===== config.mk =====
export PLATFORM = sky130hd
export DESIGN_NAME = icache_line_fill_flat
export DESIGN_NICKNAME = d
export VERILOG_FILES = /design/src/rtl/icache_line_fill_pkg.sv /design/src/rtl/icache_line_fill_if.sv /design/src/rtl/icache_line_buffer.sv /design/src/rtl/icache_line_fill.sv /design/src/flat_wrapper.sv
export SDC_FILE = /design/constraint.sdc
export NUM_CORES = 1
export LEC_CHECK = 0
export CORE_AREA = 2 2 206 208
export DETAILED_ROUTE_END_ITERATION = 8
export DIE_AREA = 0 0 208 210
export DONT_BUFFER_PORTS = 1
export GPL_TIMING_DRIVEN = 0
export PLACE_DENSITY = 0.54
export SLEW_MARGIN = 20
export SYNTH_ARGS = -nofsm -noshare
export SYNTH_HDL_FRONTEND = slang
export SYNTH_HIERARCHICAL = 1
export SYNTH_SLANG_ARGS = --single-unit

===== constraint.sdc =====
create_clock -name clk -period 6.5 [get_ports clk]
set_clock_uncertainty 0.2 [all_clocks]
set_input_delay 0.65 -clock clk [delete_from_list [all_inputs] [get_ports clk]]
set_output_delay 0.65 -clock clk [all_outputs]
set_load 0.02 [all_outputs]

===== src/rtl/icache_line_fill_pkg.sv =====
// Shared definitions for the icache refill sequencer: FSM states, line geometry, address alignment.
package icache_line_fill_pkg;

  typedef enum logic [2:0] {IDLE, REQ, FILL, DRAIN, DONE} fill_state_t;

  localparam int LINE_BEATS_DEF = 4;
  localparam int DATA_W_DEF     = 64;
  localparam int ADDR_W_DEF     = 64;

  localparam int OFF        = $clog2(LINE_BEATS_DEF * DATA_W_DEF / 8);
  localparam int BEAT_IDX_W = $clog2(LINE_BEATS_DEF);
  localparam int LINE_W     = LINE_BEATS_DEF * DATA_W_DEF;

  function automatic int calc_off(input int line_beats, input int data_w);
    return $clog2(line_beats * data_w / 8);
  endfunction

  function automatic int calc_idx_w(input int line_beats);
    return $clog2(line_beats);
  endfunction

  function automatic logic [63:0] line_align(input logic [63:0] paddr, input int off);
    logic [63:0] mask;
    mask = {64{1'b1}} << off;
    return paddr & mask;
  endfunction

endpackage


===== src/rtl/icache_line_fill_if.sv =====
// Miss, read-master and line-write handshakes of the refill sequencer.
// Forwarding signals exist only when ICACHE_FILL_FWD_EN is defined.
interface icache_line_fill_if
  import icache_line_fill_pkg::*;
#(
  parameter int LINE_BEATS = LINE_BEATS_DEF,
  parameter int DATA_W     = DATA_W_DEF,
  parameter int ADDR_W     = ADDR_W_DEF
);
  logic                         miss_valid;
  logic                         miss_ready;
  logic [ADDR_W-1:0]            miss_paddr;
  logic                         flush;
  logic                         start_burst;
  logic [7:0]                   burst_len;
  logic [ADDR_W-1:0]            read_address;
  logic [DATA_W-1:0]            data_read;
  logic                         cache_beat;
  logic                         mem_done;
  logic                         read_resp_error;
  logic                         line_valid;
  logic                         line_ack;
  logic [LINE_BEATS*DATA_W-1:0] line_data;
  logic [ADDR_W-1:0]            line_paddr;
  logic                         line_err;
`ifdef ICACHE_FILL_FWD_EN
  logic                         fwd_valid;
  logic [DATA_W-1:0]            fwd_data;
`endif

  modport master (
    input  miss_valid, miss_paddr, flush, data_read, cache_beat, mem_done,
           read_resp_error, line_ack,
    output miss_ready, start_burst, burst_len, read_address, line_valid,
           line_data, line_paddr, line_err
`ifdef ICACHE_FILL_FWD_EN
    , output fwd_valid, fwd_data
`endif
  );

  modport slave (
    output miss_valid, miss_paddr, flush, data_read, cache_beat, mem_done,
           read_resp_error, line_ack,
    input  miss_ready, start_burst, burst_len, read_address, line_valid,
           line_data, line_paddr, line_err
`ifdef ICACHE_FILL_FWD_EN
    , input fwd_valid, fwd_data
`endif
  );

endinterface


===== src/rtl/icache_line_buffer.sv =====
// Line assembly buffer: LINE_BEATS slots of DATA_W bits, indexed write, bulk clear, flat line view.
module icache_line_buffer #(
  parameter int LINE_BEATS = 4,
  parameter int DATA_W     = 64,
  parameter int IDX_W      = $clog2(LINE_BEATS)
) (
  input  logic                         clk,
  input  logic                         clear,
  input  logic                         we,
  input  logic [IDX_W-1:0]             idx,
  input  logic [DATA_W-1:0]            wdata,
  output logic [LINE_BEATS*DATA_W-1:0] line
);

  logic [DATA_W-1:0] slot [LINE_BEATS];

  always_ff @(posedge clk) begin
    if (clear) begin
      for (int k = 0; k < LINE_BEATS; k++) slot[k] <= '0;
    end else if (we) begin
      slot[idx] <= wdata;
    end
  end

  for (genvar g = 0; g < LINE_BEATS; g++) begin : g_flat
    assign line[g*DATA_W +: DATA_W] = slot[g];
  end

endmodule


===== src/rtl/icache_line_fill.sv =====
// Icache refill sequencer: one line-aligned burst per miss, beats assembled into a line with error status.
// Define ICACHE_FILL_FWD_EN to add critical-beat forwarding (fwd_valid/fwd_data).
module icache_line_fill
  import icache_line_fill_pkg::*;
#(
  parameter int LINE_BEATS = LINE_BEATS_DEF,
  parameter int DATA_W     = DATA_W_DEF,
  parameter int ADDR_W     = ADDR_W_DEF
) (
  input logic               clk,
  input logic               rst,
  icache_line_fill_if.master bus
);

  localparam int LOFF  = calc_off(LINE_BEATS, DATA_W);
  localparam int IDX_W = calc_idx_w(LINE_BEATS);
  localparam int CNT_W = IDX_W + 1;
  localparam int LW    = LINE_BEATS * DATA_W;
  localparam logic [CNT_W-1:0] FULL_CNT = CNT_W'(LINE_BEATS);

  fill_state_t       state;
  logic [CNT_W-1:0]  beat_cnt;
  logic              err;
  logic [ADDR_W-1:0] line_addr;
  logic              miss_ready_r;
  logic              start_burst_r;
  logic              line_valid_r;
  logic              line_err_r;
  logic [LW-1:0]     line_flat;

  logic              accept;
  logic              beat_take;
  logic              beat_over;
  logic [CNT_W-1:0]  cnt_final;
  logic              err_final;
  logic              buf_clear;

  // beat_cnt saturates at LINE_BEATS; beats beyond that are dropped and flagged
  always_comb begin
    accept    = (state == IDLE) && miss_ready_r && bus.miss_valid && !bus.flush;
    beat_take = (state == FILL) && bus.cache_beat && !bus.flush && (beat_cnt != FULL_CNT);
    beat_over = (state == FILL) && bus.cache_beat && !bus.flush && (beat_cnt == FULL_CNT);
    cnt_final = beat_cnt + CNT_W'(beat_take);
    err_final = err | (bus.cache_beat & bus.read_resp_error) | beat_over | (cnt_final != FULL_CNT);
    buf_clear = rst | accept;
  end

  always_ff @(posedge clk) begin
    if (rst) begin
      state         <= IDLE;
      beat_cnt      <= '0;
      err           <= 1'b0;
      line_addr     <= '0;
      miss_ready_r  <= 1'b0;
      start_burst_r <= 1'b0;
      line_valid_r  <= 1'b0;
      line_err_r    <= 1'b0;
    end else begin
      start_burst_r <= 1'b0;
      case (state)
        IDLE: begin
          if (accept) begin
            line_addr     <= ADDR_W'(line_align(64'(bus.miss_paddr), LOFF));
            beat_cnt      <= '0;
            err           <= 1'b0;
            miss_ready_r  <= 1'b0;
            start_burst_r <= 1'b1;
            state         <= REQ;
          end else begin
            miss_ready_r <= 1'b1;
          end
        end
        // The request goes out even when flushed here; DRAIN soaks up its beats
        REQ: state <= bus.flush ? DRAIN : FILL;
        FILL: begin
          beat_cnt <= cnt_final;
          if (bus.cache_beat && !bus.flush) err <= err | bus.read_resp_error | beat_over;
          if (bus.flush) begin
            if (bus.mem_done) begin
              state        <= IDLE;
              miss_ready_r <= 1'b1;
            end else begin
              state <= DRAIN;
            end
          end else if (bus.mem_done) begin
            state        <= DONE;
            line_valid_r <= 1'b1;
            line_err_r   <= err_final;
          end
        end
        DRAIN: begin
          if (bus.mem_done) begin
            state        <= IDLE;
            miss_ready_r <= 1'b1;
          end
        end
        DONE: begin
          if (bus.flush || bus.line_ack) begin
            state        <= IDLE;
            line_valid_r <= 1'b0;
            line_err_r   <= 1'b0;
            miss_ready_r <= 1'b1;
          end
        end
        default: state <= IDLE;
      endcase
    end
  end

  icache_line_buffer #(
    .LINE_BEATS(LINE_BEATS),
    .DATA_W    (DATA_W),
    .IDX_W     (IDX_W)
  ) u_buf (
    .clk  (clk),
    .clear(buf_clear),
    .we   (beat_take),
    .idx  (beat_cnt[IDX_W-1:0]),
    .wdata(bus.data_read),
    .line (line_flat)
  );

  assign bus.miss_ready   = miss_ready_r;
  assign bus.start_burst  = start_burst_r;
  assign bus.burst_len    = 8'(LINE_BEATS - 1);
  assign bus.read_address = line_addr;
  assign bus.line_paddr   = line_addr;
  assign bus.line_valid   = line_valid_r;
  assign bus.line_err     = line_err_r;
  assign bus.line_data    = line_flat;

`ifdef ICACHE_FILL_FWD_EN
  logic [IDX_W-1:0] crit_idx;

  // Beat index of the missing fetch within its line
  always_ff @(posedge clk) begin
    if (accept) crit_idx <= bus.miss_paddr[LOFF-1 -: IDX_W];
  end

  assign bus.fwd_valid = (state == FILL) && bus.cache_beat && !bus.flush &&
                         !bus.read_resp_error && (beat_cnt == {1'b0, crit_idx});
  assign bus.fwd_data  = bus.data_read;
`endif

endmodule


===== src/flat_wrapper.sv =====
// flat-port wrapper written by rule: the top's interface ports become plain ports
module icache_line_fill_flat import icache_line_fill_pkg::*;
#(
  parameter int LINE_BEATS = LINE_BEATS_DEF,
  parameter int DATA_W     = DATA_W_DEF,
  parameter int ADDR_W     = ADDR_W_DEF
)
  (clk, rst, bus_miss_valid, bus_miss_paddr, bus_flush, bus_data_read, bus_cache_beat, bus_mem_done, bus_read_resp_error, bus_line_ack, bus_miss_ready, bus_start_burst, bus_burst_len, bus_read_address, bus_line_valid, bus_line_data, bus_line_paddr, bus_line_err);
  icache_line_fill_if #(.LINE_BEATS(LINE_BEATS), .DATA_W(DATA_W), .ADDR_W(ADDR_W)) bus_i ();
  input logic clk;
  input logic rst;
  input wire logic [$bits(bus_i.miss_valid)-1:0] bus_miss_valid;
  input wire logic [$bits(bus_i.miss_paddr)-1:0] bus_miss_paddr;
  input wire logic [$bits(bus_i.flush)-1:0] bus_flush;
  input wire logic [$bits(bus_i.data_read)-1:0] bus_data_read;
  input wire logic [$bits(bus_i.cache_beat)-1:0] bus_cache_beat;
  input wire logic [$bits(bus_i.mem_done)-1:0] bus_mem_done;
  input wire logic [$bits(bus_i.read_resp_error)-1:0] bus_read_resp_error;
  input wire logic [$bits(bus_i.line_ack)-1:0] bus_line_ack;
  output wire logic [$bits(bus_i.miss_ready)-1:0] bus_miss_ready;
  output wire logic [$bits(bus_i.start_burst)-1:0] bus_start_burst;
  output wire logic [$bits(bus_i.burst_len)-1:0] bus_burst_len;
  output wire logic [$bits(bus_i.read_address)-1:0] bus_read_address;
  output wire logic [$bits(bus_i.line_valid)-1:0] bus_line_valid;
  output wire logic [$bits(bus_i.line_data)-1:0] bus_line_data;
  output wire logic [$bits(bus_i.line_paddr)-1:0] bus_line_paddr;
  output wire logic [$bits(bus_i.line_err)-1:0] bus_line_err;
  assign bus_i.miss_valid = bus_miss_valid;
  assign bus_i.miss_paddr = bus_miss_paddr;
  assign bus_i.flush = bus_flush;
  assign bus_i.data_read = bus_data_read;
  assign bus_i.cache_beat = bus_cache_beat;
  assign bus_i.mem_done = bus_mem_done;
  assign bus_i.read_resp_error = bus_read_resp_error;
  assign bus_i.line_ack = bus_line_ack;
  assign bus_miss_ready = bus_i.miss_ready;
  assign bus_start_burst = bus_i.start_burst;
  assign bus_burst_len = bus_i.burst_len;
  assign bus_read_address = bus_i.read_address;
  assign bus_line_valid = bus_i.line_valid;
  assign bus_line_data = bus_i.line_data;
  assign bus_line_paddr = bus_i.line_paddr;
  assign bus_line_err = bus_i.line_err;
  icache_line_fill #(.LINE_BEATS(LINE_BEATS), .DATA_W(DATA_W), .ADDR_W(ADDR_W)) u_core (.clk(clk), .rst(rst), .bus(bus_i));
endmodule

==> run_results.csv <==
group,metric,value,unit
synthesis,synth_most_common_cell,"edfxtp_1",
drt,ant_nets,0,
drt,wire_per_inst,23.4,um
clock_tree,htree_levels,2,
power_and_ir_drop,p_switching,1170,uW
power_and_ir_drop,internal_power,3570,uW
sta,period_share,0.506,
global_route,grt_pass1_vias,7437,
power_and_ir_drop,peakVddDrop,179,uV
clock_tree,numCtsBuffers,35,
global_route,antenna_found_initial,2,
global_route,grt_max_degree,47,
synthesis,yosys_warnings,6,
placement,port_buffers,0,
global_route,grt_usage,0.164,
drt,wirelength,37200,um
floorplan,io_pins,532,
synthesis,synth_edf_count,256,
placement,dp.cells,1524,
floorplan,core,41500,um2
min_path,worstHoldPathType,"primary input to flip-flop",
clock_tree,cts_setup_buffers,0,
finish,area_growth,16.4,%
sta,post-route-min-period,3290,ps
synthesis,synthTopCellsByArea,"edfxtp_1 60%, and2_1 12%, dfxtp_1 11%",
clock_tree,cts_max_path_buffers,3,
synthesis,ys.flop_type,"edfxtp_1",
synthesis,synthTopCellsByCount,"256 x edfxtp_1, 248 x and2_1, 124 x nand2_1",
drt,first_pass_iters,4,
sta,hold_viol,0,
worst_setup_path,cp-start-kind,"flip-flop",
clock_tree,clk_root_buffer_cell,"clkbuf_16",
power_and_ir_drop,p_clk_frac,0.413,
placement,dpl_worst_slack,2900,ps
clock_tree,cts_tree,"built",
synthesis,netlist_area,12800,um2
synthesis,async_flop_share,0,
worst_setup_path,arrival,3480,ps
synthesis,syn_avg_cell_area,13.3,um2
clock_tree,hold_buffers,0,
worst_setup_path,end_kind,"flip-flop",
sta,finalSetupViolations,0,
worst_setup_path,required,6690,ps
finish,fillers,4005,
sta,clock.fmax,0.304,GHz
placement,gp_congestion,0.813,
synthesis,ys_types,43,
outcome,status,"finished clean",
clock_tree,cts_sinks,326,
sta,relSlewSlack,0.403,
drt,vias_per_cell,4.58,
clock_tree,clk_pin_slew,60,ps
drt,drtIter0Drc,377,
sta,rsz0062_at_grt,"false",
clock_tree,clk_latency,530,ps
floorplan,start_util,0.309,
power_and_ir_drop,power_frac_seq,0.541,
power_and_ir_drop,switching_share,0.246,
flow_run,maxCapViolations,0,
drt,num_vias,7270,
global_route,grt_pass1_wl,52900,um
floorplan,rows,75,
power_and_ir_drop,powerDensity,318,nW/um2
sta,fin_ws,3210,ps
synthesis,ys_seq_elements,326,
finish,drive_above_1_share,0.178,
finish,instances_no_fill,1588,
power_and_ir_drop,p_leak,0.00559,uW
synthesis,synth_top_area_share,0.600,
synthesis,ys_seq_area_frac,0.709,
floorplan,die_area,43700,um2
floorplan,die_h,210,um
worst_setup_path,worstPathMaxFanout,10,
sta,worst_pin_slew,893,ps
synthesis,synth_top_area_cell,"edfxtp_1",
synthesis,synthCells,961,
drt,drcViolationCount,0,
placement,place_hpwl,27700,um
floorplan,die_x,208,um
finish,final_nets,1160,
sta,holdWs,51.7,ps
sta,slew_viol_final,0,
power_and_ir_drop,pwr-share-comb,0.046,
global_route,grt_overflow_total,0,
worst_setup_path,path_class,"flip-flop to flip-flop",
clock_tree,cts-resized-gates,0,
-- worst max-delay path, stage by stage (launching register included) --
cell	delay [ps]
dfxtp_1	440
buf_2	240
nor4b_2	340
nand2_1	90
nor2_1	120
buf_2	230
nor2b_1	740
clkbuf_1	520
and2_1	210
-- metrics by stage --
stage | power, uW | setup TNS, ps | cell area (um2) | utilization
floorplan | 2730 | 0 | 12900 | -
global placement | 2820 | -155310 | 13600 | 0.327
detailed placement | 2830 | 0 | 13800 | 0.333
CTS | 4810 | 0 | 14900 | 0.360
global route | 4900 | 0 | 14900 | 0.360
finish | 4740 | 0 | 14900 | 0.360
-- cells by family after synthesis --
kind of cell    count (synthesis)  synth area share
simple gates                  416             0.181
flops                         326             0.709
buf+inv                       134            0.0701
compound gates                 80            0.0363
fa+ha+maj                       2           0.00195
other cells                     2          0.000586
xor+xnor                        1          0.000683
-- sequential cells by signal, indices dropped and copies added, names as in the netlist, 3 cells and up --
register and count:
u_core/bus.line_paddr 59, u_core/u_buf/slot 256, u_core/beat_cnt 3, u_core/state 3
-- final timing paths --
kind / startpoint / end / slack [ps] / cells after the start
setup reg to reg: u_core/state[1] / u_core/u_buf/slot[3][61] / 3210 / 8
hold reg to reg: u_core/beat_cnt[2] / u_core/beat_cnt[2] / 310 / 2
hold / removal: bus_miss_paddr[42] / u_core/bus.line_paddr[42] / 50 / 2
setup / recovery: u_core/state[1] / u_core/u_buf/slot[3][61] / 3210 / 8
-- power groups by stage --
| stage | clock network [uW] | logic, uW | registers (uW) |
|---|---|---|---|
| 6_report | 1960 | 219 | 2560 |
| 5_1_grt | 2090 | 236 | 2570 |
| 4_1_cts | 2020 | 223 | 2570 |
| 3_5_place_dp | 0 | 222 | 2610 |
| 3_3_place_gp | 0 | 194 | 2630 |
| 2_1_floorplan | 0 | 147 | 2580 |
-- cell type report --
type	instances	area [um2]	area share
Multi-Input combinational cell	517	2930	0.196
Clock buffer	40	916	0.0614
Inverter	4	15.0	0.00101
Buffer	130	883	0.0592
Timing Repair Buffer	8	205	0.0138
Clock inverter	23	206	0.0138
Antenna cell	1	2.50	0.000168
Tap cell	539	674	0.0452
Sequential cell	326	9090	0.609
-- layout by cell type (no fill, tap or decap), types with 2 or more instances in the layout --
cell type	instances
and2_1	248
buf_12	2
a21oi_2	10
buf_16	6
clkinv_1	8
buf_4	78
nor3_1	2
conb_1	18
nand2b_1	4
nand3b_1	3
nor2_1	13
a31oi_1	2
clkbuf_16	36
bufinv_16	3
or2_2	3
nor2b_1	2
clkinv_2	5
dfxtp_1	70
buf_2	16
nand2_1	124
a21oi_1	55
edfxtp_1	256
o21bai_4	2
buf_6	11
clkbuf_1	28
clkinvlp_4	3
and4bb_2	2
nand3_1	4
o21ai_0	5
ha_1	2
inv_1	4
-- routing by layer --
| metal | vias to the layer above | global-route usage | wire length (um) |
|---|---|---|---|
| li1 | 3290 | - | - |
| met1 | 3532 | 0.167 | 12900 |
| met2 | 394 | 0.296 | 19300 |
| met3 | 54 | 0.0782 | 4000 |
| met4 | 0 | 0.0536 | 999 |
| met5 | - | 0 | 0 |
(Power assumes the default switching activity.)
